`src/rtl/clk_gen_pkg.sv`:
```
// ============================================================================
// Module   : clk_gen_pkg
// Purpose  : Shared state encoding and default sizing for the clock generator.
// Revision : 1.0
// ============================================================================
`default_nettype none

package clk_gen_pkg;

    typedef enum logic [1:0] {
        IDLE = 2'd0,
        HIGH = 2'd1,
        LOW  = 2'd2
    } clk_gen_state_t;

    localparam int DEFAULT_W    = 16;
    localparam int DEFAULT_HALF = 10;

endpackage

`default_nettype wire

```
`src/rtl/clk_cfg_shadow.sv`:
```
// ============================================================================
// Module   : clk_cfg_shadow
// Purpose  : Config handshake, zero rejection and single-entry pending slot.
// Revision : 1.0
// ============================================================================
`default_nettype none

module clk_cfg_shadow #(
    parameter int W = clk_gen_pkg::DEFAULT_W
) (
    input  logic         clk,
    input  logic         rstn,
    input  logic         cfg_valid,
    input  logic [W-1:0] cfg_half,
    input  logic         idle,
    input  logic         apply,
    output logic         cfg_ready,
    output logic         cfg_err,
    output logic         pending_valid,
    output logic [W-1:0] pending_half,
    output logic         direct_wr
);

    logic         r_pend_valid;
    logic [W-1:0] r_pend_half;
    logic         r_err;
    logic         w_xfer;
    logic         w_zero;

    assign w_xfer = cfg_valid && !r_pend_valid;
    assign w_zero = (cfg_half == '0);

    // An idle generator has no period in flight, so the value bypasses the slot.
    assign direct_wr = w_xfer && !w_zero && idle;

    always_ff @(posedge clk) begin
        if (!rstn) begin
            r_pend_valid <= 1'b0;
            r_pend_half  <= '0;
            r_err        <= 1'b0;
        end else begin
            r_err <= w_xfer && w_zero;
            if (apply) begin
                r_pend_valid <= 1'b0;
            end else if (w_xfer && !w_zero && !idle) begin
                r_pend_valid <= 1'b1;
                r_pend_half  <= cfg_half;
            end
        end
    end

    assign cfg_ready     = !r_pend_valid;
    assign cfg_err       = r_err;
    assign pending_valid = r_pend_valid;
    assign pending_half  = r_pend_half;

endmodule

`default_nettype wire

```
`src/rtl/clk_div_gen.sv`:
```
// ============================================================================
// Module   : clk_div_gen
// Purpose  : Glitch-free programmable 50% duty clock divider with edge count.
// Revision : 1.0
// ============================================================================
`default_nettype none

module clk_div_gen #(
    parameter int W            = clk_gen_pkg::DEFAULT_W,
    parameter int DEFAULT_HALF = clk_gen_pkg::DEFAULT_HALF,
    parameter int CNT_W        = 32
) (
    input  logic             clk,
    input  logic             rstn,
    input  logic             en,
    input  logic             cfg_valid,
    input  logic [W-1:0]     cfg_half,
    output logic             cfg_ready,
    output logic             cfg_err,
    output logic             clk_out,
    output logic             rise_pulse,
    output logic [W-1:0]     active_half,
    output logic [CNT_W-1:0] edge_cnt
);

    import clk_gen_pkg::*;

    localparam logic [1:0]       c_IDLE    = IDLE;
    localparam logic [1:0]       c_HIGH    = HIGH;
    localparam logic [1:0]       c_LOW     = LOW;
    localparam logic [W-1:0]     c_ONE     = W'(1);
    localparam logic [CNT_W-1:0] c_CNT_ONE = CNT_W'(1);

    logic [1:0]       r_state;
    logic [W-1:0]     r_cnt;
    logic [W-1:0]     r_active;
    logic             r_clk_out;
    logic             r_rise;
    logic [CNT_W-1:0] r_edge_cnt;

    logic             w_idle;
    logic             w_cnt_zero;
    logic             w_apply;
    logic             w_direct_wr;
    logic             w_pend_valid;
    logic [W-1:0]     w_pend_half;
    logic [W-1:0]     w_start_half;
    logic [W-1:0]     w_next_half;

    assign w_idle     = (r_state == c_IDLE);
    assign w_cnt_zero = (r_cnt == '0);
    assign w_apply    = (r_state == c_LOW) && w_cnt_zero && w_pend_valid;

    // A value accepted on the starting edge already governs the first HIGH phase.
    assign w_start_half = w_direct_wr ? cfg_half : r_active;
    assign w_next_half  = w_pend_valid ? w_pend_half : r_active;

    clk_cfg_shadow #(
        .W (W)
    ) u_cfg_shadow (
        .clk           (clk),
        .rstn          (rstn),
        .cfg_valid     (cfg_valid),
        .cfg_half      (cfg_half),
        .idle          (w_idle),
        .apply         (w_apply),
        .cfg_ready     (cfg_ready),
        .cfg_err       (cfg_err),
        .pending_valid (w_pend_valid),
        .pending_half  (w_pend_half),
        .direct_wr     (w_direct_wr)
    );

    always_ff @(posedge clk) begin
        if (!rstn) begin
            r_state    <= c_IDLE;
            r_cnt      <= '0;
            r_active   <= W'(DEFAULT_HALF);
            r_clk_out  <= 1'b0;
            r_rise     <= 1'b0;
            r_edge_cnt <= '0;
        end else begin
            r_rise <= 1'b0;
            case (r_state)
                c_IDLE: begin
                    r_clk_out <= 1'b0;
                    if (w_direct_wr) begin
                        r_active <= cfg_half;
                    end
                    if (en) begin
                        r_state    <= c_HIGH;
                        r_clk_out  <= 1'b1;
                        r_rise     <= 1'b1;
                        r_cnt      <= w_start_half - c_ONE;
                        r_edge_cnt <= r_edge_cnt + c_CNT_ONE;
                    end
                end
                c_HIGH: begin
                    if (w_cnt_zero) begin
                        r_state   <= c_LOW;
                        r_clk_out <= 1'b0;
                        r_cnt     <= r_active - c_ONE;
                    end else begin
                        r_cnt <= r_cnt - c_ONE;
                    end
                end
                c_LOW: begin
                    if (!w_cnt_zero) begin
                        r_cnt <= r_cnt - c_ONE;
                    end else begin
                        // Period boundary: the only point a pending half may take effect.
                        r_active <= w_next_half;
                        if (en) begin
                            r_state    <= c_HIGH;
                            r_clk_out  <= 1'b1;
                            r_rise     <= 1'b1;
                            r_cnt      <= w_next_half - c_ONE;
                            r_edge_cnt <= r_edge_cnt + c_CNT_ONE;
                        end else begin
                            r_state <= c_IDLE;
                        end
                    end
                end
                default: begin
                    r_state   <= c_IDLE;
                    r_clk_out <= 1'b0;
                end
            endcase
        end
    end

    assign clk_out     = r_clk_out;
    assign rise_pulse  = r_rise;
    assign active_half = r_active;
    assign edge_cnt    = r_edge_cnt;

endmodule

`default_nettype wire

```
`config.mk`:
```
export PLATFORM = sky130hd
export DESIGN_NAME = clk_div_gen
export DESIGN_NICKNAME = d
export VERILOG_FILES = /design/src/rtl/clk_gen_pkg.sv /design/src/rtl/clk_cfg_shadow.sv /design/src/rtl/clk_div_gen.sv
export SDC_FILE = /design/constraint.sdc
export NUM_CORES = 1
export LEC_CHECK = 0
export BUFFER_PORTS_ARGS = -buffer_cell sky130_fd_sc_hd__buf_2
export CAP_MARGIN = 20
export CORE_ASPECT_RATIO = 0.75
export CORE_UTILIZATION = 45
export CTS_CLUSTER_SIZE = 25
export DETAILED_ROUTE_END_ITERATION = 10
export GPL_TIMING_DRIVEN = 0
export PLACE_DENSITY = 0.73
export SLEW_MARGIN = 20
export SYNTH_ARGS = -nofsm -noshare
export SYNTH_HDL_FRONTEND = slang
export SYNTH_HIERARCHICAL = 1
export SYNTH_SLANG_ARGS = --single-unit
export TNS_END_PERCENT = 1
```
`constraint.sdc`:
```
create_clock -name clk -period 6.4 [get_ports clk]
set_input_delay 0.96 -clock clk [delete_from_list [all_inputs] [get_ports clk]]
set_output_delay 0.96 -clock clk [all_outputs]
set_load 0.005 [all_outputs]
```
==> results.yml, run 1 <==
status:
  outcome: "finished clean"
sta:
  rsz0062_at_grt: "false"
  fmax_mhz: 194
  slew_headroom: 0.310
  post-route-period-util: 0.804
  finalSetupTns_ns: 0
  slew_viol_final: 0
  holdWs_ns: 0.461
  tightest_slew_ns: 1.03
  hold_viol: 0
  min_period_ns: 5.15
  fin_skew_ns: 0.0114
  setup_viol: 0
synth:
  syn_nets: 821
  ys_types: 71
  synth-edff-count: 0
  avgSynthCellArea_um2: 7.77
  synth_flop_cell: "dfxtp_1"
  yosys_warnings: 6
  synthCells: 791
  ys_ff_latch: 86
  yosysTopAreaCellShare: 0.280
  syn_area_um2: 6150
  synthTopCellsByArea: "dfxtp_1 28%, mux2i_1 7.5%, nand2_1 5.6%, xnor2_1 4.8%, nor2_1 4.6%"
  synth_top_cell_by_area: "dfxtp_1"
  ys_seq_area_frac: 0.280
  async_flop_share: 0
floorplanning:
  start_util: 0.467
  boundaryPins: 72
  coreArea_um2: 13200
  die_h_um: 103
  die_area_um2: 14100
  rows: 36
  die_w_um: 137
drt:
  drt_iter0_drc: 806
  vias_per_cell: 6.28
  via_count: 6586
  first_pass_iters: 5
  drt-total-wl_um: 21200
  wire_per_inst_um: 20.2
  ant_nets: 0
  drc: 0
setup_path:
  cp_top_family: "buffers and inverters"
  critPathMaxFanout: 10
  arrival_ns: 5.44
  critPathLaunchType: "input pin"
  required_ns: 6.69
  crit_start: "cfg_half[3]"
  cp_common_cell: "buf_2"
  max_stage_delay_ns: 0.68
  critPathCaptureType: "flop"
  crit_slowest_cell: "a222oi_1"
  crit_buf_inv: 4
  crit_path_cell_trace: "buf_2 -> nor4_1 -> nand4_1 -> and3_2 -> buf_2 -> buf_2 -> clkbuf_1 -> mux2i_1 -> ha_1 -> or4bb_1 -> a222oi_1 -> o21ai_0 -> xor2_1 -> nand2_1 -> a31oi_1"
  r2r-start: "r_state[1]"
  critPathKind: "input pin to flop"
global_route:
  grt_pass1_wl_um: 32100
  first_global_vias: 5746
  antenna_found_initial: 0
  grt_overflow: 0
  grt_util_all_layers: 0.304
  grt_max_degree: 19
cts:
  hold_buffers: 0
  cts_tree: "built"
  post_cts_resized: 0
  root_buffer: "clkbuf_16"
  htree_num_levels: 3
  post-cts-setup-buffers: 0
  path_clk_slew_ns: 0.07
  cts.sinks: 86
  numCtsBuffers: 9
  clk_latency_ns: 0.36
  ctsLongestPathBuffers: 2
hold_path:
  hold_class: "flop to flop"
  min_from: "u_cfg_shadow/pending_half[14]"
pwr:
  peakVddDrop_mv: 0.155
  p_leak_uw: 0.00266
  power.density_nw_per_um2: 261
layout:
  fin_nets: 903
  drive_gt1_frac: 0.154
  area.growth.synth_to_final_pct: 14.1
  n_antenna_cell: 0
place:
  portBuffers: 71
  gp_congestion: 1.01
  dp_hpwl_um: 15900
flow_run:
  maxCapViolations: 0
-- cell type report --
type / instances / area (um^2)
clock buffers: 9 / 225
flip-flops and latches: 86 / 1720
fillers: 1330 / 6140
repair buffers: 71 / 355
inverters: 18 / 67.6
multi-input cells: 630 / 4100
clock inverters: 7 / 75.1
plain buffers: 57 / 260
well taps: 171 / 214
-- worst paths after layout --
kind         depth (start not counted)  slack [ns]                             to
max                                 15        1.25                      r_cnt[12]
min                                  2        0.46  u_cfg_shadow/pending_half[14]
max reg2reg                         14        1.32                      r_cnt[12]
min reg2reg                          2        0.46  u_cfg_shadow/pending_half[14]
-- logic make-up after synthesis --
family	Yosys count	synth area share
DFF	86	0.280
adders and majority gates	10	0.0204
and+or+nand+nor	343	0.291
AOI/OAI and AO/OA	159	0.173
muxes	55	0.0924
buffers and inverters	75	0.0533
xor gates and xnor gates	63	0.0898
-- metrics by stage --
stage	setup slack [ns]	cell area, um^2	cells	util	power [uW]
6_report	1.25	7020	1049	0.533	1830
5_1_grt	1.11	7020	1049	0.533	1910
4_1_cts	1.48	7020	1049	0.533	1810
3_5_place_dp	1.15	6720	1033	0.511	1270
3_3_place_gp	1.13	6720	1033	0.511	1270
2_1_floorplan	2.29	6150	791	-	1080
-- state kept, by name, summed over array words and instances (netlist names) --
name                        count
active_half                    16
u_cfg_shadow/pending_valid      1
clk_out                         1
u_cfg_shadow/pending_half      16
rise_pulse                      1
r_state                         2
u_cfg_shadow/cfg_err            1
edge_cnt                       32
r_cnt                          16
-- tightest hold or removal path: stages (launching register included) --
cell	delay, ns
dfxtp_1	0.31
nand2_1	0.05
mux2i_1	0.05
-- layer usage --
metal | track usage | routed length [um]
met4 | 0.0981 | 573
met2 | 0.404 | 8130
met3 | 0.0975 | 2730
met1 | 0.451 | 9750
met5 | 0 | 0
-- cell usage in the layout (no fill, tap or decap), types with 4 or more instances in the layout --
cell type | netlist | routed
a21o_1 | 5 | 5
a21oi_1 | 37 | 37
a22oi_1 | 5 | 5
a31oi_1 | 8 | 8
a32oi_1 | 4 | 4
and3_1 | 10 | 10
and4_1 | 4 | 4
buf_2 | 12 | 83
clkbuf_1 | 40 | 40
clkbuf_16 | 0 | 9
dfxtp_1 | 86 | 86
ha_1 | 10 | 10
inv_1 | 18 | 18
mux2_2 | 7 | 7
mux2i_1 | 46 | 46
nand2_1 | 92 | 92
nand3_1 | 31 | 31
nand4_1 | 11 | 11
nor2_1 | 76 | 76
nor3_1 | 33 | 33
nor3b_1 | 7 | 7
nor4_1 | 26 | 26
nor4_2 | 4 | 4
nor4b_1 | 9 | 9
o211ai_1 | 11 | 11
o21ai_0 | 37 | 37
o221a_2 | 7 | 7
o22ai_1 | 5 | 5
o31ai_1 | 6 | 6
or2_2 | 4 | 4
or3_1 | 6 | 6
or4_1 | 8 | 8
xnor2_1 | 34 | 34
xor2_1 | 29 | 29
-- where the power goes --
part	leakage, uW	total, uW	switching, uW	internal (uW)
clock network	0.000145	539	262	277
logic	0.00182	669	428	241
registers	0.000701	626	52.0	574
-- synthesized netlist by cell type (8+ instances only) --
| cell | number |
|---|---|
| inv_1 | 18 |
| nor3_1 | 33 |
| nor4b_1 | 9 |
| buf_2 | 12 |
| a21oi_1 | 37 |
| ha_1 | 10 |
| o21ai_0 | 37 |
| and3_1 | 10 |
| nand4_1 | 11 |
| mux2i_1 | 46 |
| nand3_1 | 31 |
| or4_1 | 8 |
| nand2_1 | 92 |
| clkbuf_1 | 40 |
| dfxtp_1 | 86 |
| xnor2_1 | 34 |
| nor2_1 | 76 |
| xor2_1 | 29 |
| a31oi_1 | 8 |
| nor4_1 | 26 |
| o211ai_1 | 11 |
Note: power is estimated with default switching activity, not from simulation.
==> inputs of run 2 (changes only) <==
==> constraint.sdc (replaced) <==
create_clock -name clk -period 5.15 [get_ports clk]
set_input_delay 0.7725 -clock clk [delete_from_list [all_inputs] [get_ports clk]]
set_output_delay 0.7725 -clock clk [all_outputs]
set_load 0.005 [all_outputs]
==> run 2 against run 1 <==
Sequential cell count stayed put. Register-to-register slack worse by 1.0 ns. Via count hardly changed. Core utilization hardly changed. Clock-buffer cell count stayed put. Critical path depth is 1 lower. Die area stayed put.
==> results.yml, run 2 (synthesis results as in run 1) <==
cts:
  path_clk_slew_ns: 0.07
  ctsLongestPathBuffers: 2
  hold_buffers: 0
  numCtsBuffers: 9
  post-cts-setup-buffers: 0
  root_buffer: "clkbuf_16"
  clk_latency_ns: 0.36
  cts.sinks: 86
  htree_num_levels: 3
  post_cts_resized: 0
  cts_tree: "built"
drt:
  via_count: 6585
  drc: 0
  drt_iter0_drc: 810
  ant_nets: 0
  first_pass_iters: 5
  vias_per_cell: 6.28
  drt-total-wl_um: 21200
  wire_per_inst_um: 20.2
sta:
  finalSetupTns_ns: 0
  fmax_mhz: 206
  tightest_slew_ns: 1.03
  slew_headroom: 0.306
  post-route-period-util: 0.943
  setup_viol: 0
  min_period_ns: 4.85
  slew_viol_final: 0
  fin_skew_ns: 0.0108
  hold_viol: 0
  rsz0062_at_grt: "false"
floorplanning:
  die_w_um: 137
  rows: 36
  coreArea_um2: 13200
  die_area_um2: 14100
  boundaryPins: 72
  start_util: 0.467
  die_h_um: 103
pwr:
  p_leak_uw: 0.00266
  peakVddDrop_mv: 0.194
  power_uw: 2280
  power.density_nw_per_um2: 325
global_route:
  grt_max_degree: 19
  grt_util_all_layers: 0.304
  grt_overflow: 0
  use_met3: 0.0975
  grt_pass1_wl_um: 32100
  antenna_found_initial: 0
  top_usage_layer: "met1"
  grtUsageMet1: 0.451
  use_met2: 0.404
  first_global_vias: 5746
setup_path:
  arrival_ns: 5.14
  critPathMaxFanout: 10
  r2r-start: "r_state[1]"
  critPathCaptureType: "flop"
  cp_top_family: "compound AO/OA/AOI/OAI gates"
  crit_buf_inv: 4
  crit_start: "r_state[1]"
  crit_slowest_cell: "a222oi_1"
  required_ns: 5.44
  crit_path_cell_trace: "inv_1 -> ha_1 -> and3_2 -> buf_2 -> buf_2 -> clkbuf_2 -> mux2i_1 -> ha_1 -> or4bb_1 -> a222oi_1 -> o21ai_0 -> xor2_1 -> nand2_1 -> a31oi_1"
  critPathLaunchType: "flop"
  rr_endpoint: "r_cnt[12]"
  critical_path_depth: 14
  critPathKind: "flop to flop"
  max_stage_delay_ns: 0.65
  regToRegSetupSlack_ns: 0.30
  endpoint: "r_cnt[12]"
  worstRegToRegCells: 14
layout:
  multiInputGateArea_um2: 4100
  n_antenna_cell: 0
  largest_reg_flops: 32
  fin_nets: 903
  drive_gt1_frac: 0.155
  final_common_cell: "nand2_1"
  seq_area_um2: 1720
  area.growth.synth_to_final_pct: 14.2
  fillCellCount: 1329
  layout_common_cells: "92 x nand2_1, 86 x dfxtp_1, 83 x buf_2, 76 x nor2_1, 46 x mux2i_1"
hold_path:
  hold_class: "flop to flop"
place:
  gp_congestion: 1.01
  dp_hpwl_um: 15900
  portBuffers: 71
flow_run:
  maxCapViolations: 0
status:
  outcome: "finished clean"
## run 2: cell counts in the layout (fill, tap and decap cells not counted)
Identical to the previous run, type by type.
## run 2: worst reg2reg max path, cell delays in order, from the launching register on
cell and delay [ns]:
dfxtp_1 0.33, inv_1 0.11, ha_1 0.48, and3_2 0.36, buf_2 0.29, buf_2 0.34, clkbuf_2 0.34, mux2i_1 0.33
ha_1 0.29, or4bb_1 0.52, a222oi_1 0.65, o21ai_0 0.25, xor2_1 0.24, nand2_1 0.08, a31oi_1 0.19
## run 2: routing by layer
metal,part of all wire,vias to the layer above
met3,0.13,40
met5,0,-
met4,0.025,0
li1,-,3069
met1,0.46,3081
met2,0.39,395
## run 2: worst min-delay path by stage
stage | from | slack [ns] | cells past startpoint | endpoint
2_1_floorplan | u_cfg_shadow/pending_half[15] | 0.43 | 2 | u_cfg_shadow/pending_half[15]
3_3_place_gp | u_cfg_shadow/pending_half[10] | 0.45 | 2 | u_cfg_shadow/pending_half[10]
3_5_place_dp | u_cfg_shadow/pending_half[14] | 0.46 | 2 | u_cfg_shadow/pending_half[14]
4_1_cts | u_cfg_shadow/pending_half[10] | 0.47 | 2 | u_cfg_shadow/pending_half[10]
5_1_grt | u_cfg_shadow/pending_half[14] | 0.48 | 2 | u_cfg_shadow/pending_half[14]
6_report | u_cfg_shadow/pending_half[14] | 0.46 | 2 | u_cfg_shadow/pending_half[14]
## run 2: layout make-up
type,instances,area share
Clock inverter,7,0.0107
Inverter,18,0.00963
Buffer,57,0.0373
Timing Repair Buffer,71,0.0506
Tap cell,171,0.0305
Multi-Input combinational cell,630,0.584
Sequential cell,86,0.245
Clock buffer,9,0.0321
## run 2: where the power goes
part	internal [uW]	switching (uW)	leakage, uW	total (uW)
clock	344	327	0.000145	671
sequential	714	64.5	0.000701	778
combinational	299	532	0.00182	832
## run 2: through the flow
| stage | std cells | hold WS, ns | cell area, um^2 | setup WS (ns) | utilization |
|---|---|---|---|---|---|
| global route | 1049 | 0.483 | 7020 | 0.139 | 0.533 |
| detailed placement | 1033 | 0.458 | 6720 | 0.0826 | 0.511 |
| global placement | 1033 | 0.446 | 6720 | 0.0646 | 0.511 |
| CTS | 1049 | 0.468 | 7020 | 0.290 | 0.533 |
| floorplan | 791 | 0.431 | 6150 | 1.23 | - |
| finish | 1049 | 0.461 | 7020 | 0.295 | 0.533 |
==> inputs of run 3 (changes only) <==
--- a/config.mk
+++ b/config.mk
@@ -5,7 +5,7 @@
 export SDC_FILE = /design/constraint.sdc
 export NUM_CORES = 1
 export LEC_CHECK = 0
-export BUFFER_PORTS_ARGS = -buffer_cell sky130_fd_sc_hd__buf_2
+export BUFFER_PORTS_ARGS = -buffer_cell sky130_fd_sc_hd__buf_4
 export CAP_MARGIN = 20
 export CORE_ASPECT_RATIO = 0.75
 export CORE_UTILIZATION = 45
@@ -13,6 +13,7 @@
 export DETAILED_ROUTE_END_ITERATION = 10
 export GPL_TIMING_DRIVEN = 0
 export PLACE_DENSITY = 0.73
+export REMOVE_ABC_BUFFERS = 1
 export SLEW_MARGIN = 20
 export SYNTH_ARGS = -nofsm -noshare
 export SYNTH_HDL_FRONTEND = slang
==> run 3 against run 2 <==
Sequential cell count unchanged. Hold slack worse by 0.0023 ns. Combinational power down 9.9%. Register-to-register slack better by 0.58 ns. Via count decreased by 7.2%. Core utilization about the same. Cell count decreased by 5.2%.
==> results.yml, run 3 (synthesis results as in run 1) <==
sta:
  tightest_slew_ns: 1.05
  layout_setup_ws_ns: 0.854
  slew_headroom: 0.303
  setup_viol: 0
  hold_viol: 0
  rsz0062_at_grt: "false"
  post-route-period-util: 0.834
  min_period_ns: 4.30
  fmax_mhz: 233
  fin_skew_ns: 0.00477
  slew_viol_final: 0
  finalSetupTns_ns: 0
layout:
  fillCellCount: 1269
  layout_common_cells: "92 x nand2_1, 85 x dfxtp_1, 76 x nor2_1, 72 x buf_4, 46 x mux2i_1"
  largest_reg_flops: 32
  fin_nets: 850
  final_common_cell: "nand2_1"
  seq_area_um2: 1720
  drive_gt1_frac: 0.152
  final_cell_area_um2: 7020
  n_antenna_cell: 0
  area.growth.synth_to_final_pct: 14.2
  multiInputGateArea_um2: 4120
drt:
  wire_per_inst_um: 18.6
  ant_nets: 0
  met3_length_um: 1840
  first_pass_iters: 5
  via_count: 6114
  drt_iter0_drc: 857
  vias_per_cell: 6.15
  top_layer: "met4"
  wl_met1_um: 8830
  drt-total-wl_um: 18500
  wl_met2_um: 7620
  drc: 0
global_route:
  antenna_found_initial: 0
  grt_pass1_wl_um: 29300
  grt_util_all_layers: 0.268
  grt_overflow: 0
  grt_max_degree: 65
  first_global_vias: 5270
place:
  dp_hpwl_um: 13100
  pre_cts_ws_ns: 0.613
  portBuffers: 71
  postPlaceCellArea_um2: 6740
  gp_congestion: 0.902
cts:
  hold_buffers: 0
  path_clk_slew_ns: 0.06
  cts.sinks: 86
  htree_num_levels: 3
  post_cts_resized: 0
  clk_latency_ns: 0.35
  root_buffer: "clkbuf_16"
  post-cts-setup-buffers: 0
  ctsLongestPathBuffers: 2
  cts_tree: "built"
  numCtsBuffers: 9
floorplanning:
  die_w_um: 137
  boundaryPins: 72
  die_area_um2: 14100
  rows: 36
  coreArea_um2: 13200
  start_util: 0.467
  die_h_um: 103
setup_path:
  rr_endpoint: "r_cnt[12]"
  arrival_ns: 4.58
  required_ns: 5.43
  critPathMaxFanout: 35
  worstRegToRegCells: 11
  critPathLaunchType: "input pin"
  r2r-start: "r_state[0]"
  critPathKind: "input pin to flop"
  regToRegSetupSlack_ns: 0.88
  critPathCaptureType: "flop"
flow_run:
  maxCapViolations: 0
hold_path:
  hold_end: "u_cfg_shadow/pending_half[14]"
  whs_path_depth: 2
  hold_class: "flop to flop"
  min_from: "u_cfg_shadow/pending_half[14]"
pwr:
  p_leak_uw: 0.00258
  power.density_nw_per_um2: 315
  peakVddDrop_mv: 0.251
status:
  outcome: "finished clean"
==> run 3: changes by cell type in the layout (fill, tap and decap cells not counted), moves of 2 or more <==
cell,change
buf_16,+2
buf_2,-83
buf_4,+70
clkbuf_1,-38
inv_8,-3
==> run 3: per-layer routing <==
metal  track usage  up-vias
met5             0        -
met4        0.0609        0
met3        0.0595       18
met2         0.368      307
met1         0.416     2833
li1              -     2956
==> run 3: worst max-delay path: stages <==
cell and delay (ns):
buf_4 0.12, nor4_1 0.36, nand4_1 0.26, and3_2 0.54, mux2i_1 0.36, ha_1 0.32, or4bb_1 0.54, a222oi_1 0.55
o21ai_0 0.21, xor2_1 0.21, nand2_1 0.12, a31oi_1 0.19
==> run 3: where the power goes <==
group	internal, uW	total, uW	switching [uW]
Sequential	715	819	104
Clock	370	642	272
Combinational	303	750	447
==> run 3: area by class of cell <==
type,count,area share
inverters,18,0.00963
well taps,171,0.0305
multi-input cells,630,0.587
repair buffers,75,0.0877
clock inverters,4,0.00713
clock buffers,10,0.0326
flip-flops and latches,86,0.245
==> run 3: worst max path at each step <==
stage	startpoint	end	slack [ns]
CTS	r_state[0]	r_cnt[12]	0.98
global route	r_state[1]	r_cnt[12]	0.56
detailed placement	cfg_half[2]	r_cnt[12]	0.61
finish	cfg_half[12]	r_cnt[12]	0.85
global placement	cfg_half[2]	r_cnt[12]	0.59
floorplan	cfg_half[12]	r_cnt[12]	1.53
==> run 3: metrics by stage <==
| stage | power (uW) | utilization | std cells | hold WS, ns |
|---|---|---|---|---|
| 3_5_place_dp | 1550 | 0.512 | 980 | 0.447 |
| 3_3_place_gp | 1530 | 0.504 | 976 | 0.443 |
| 4_1_cts | 2190 | 0.534 | 994 | 0.457 |
| 5_1_grt | 2320 | 0.534 | 994 | 0.490 |
| 6_report | 2210 | 0.534 | 994 | 0.459 |
| 2_1_floorplan | 1300 | - | 734 | 0.431 |
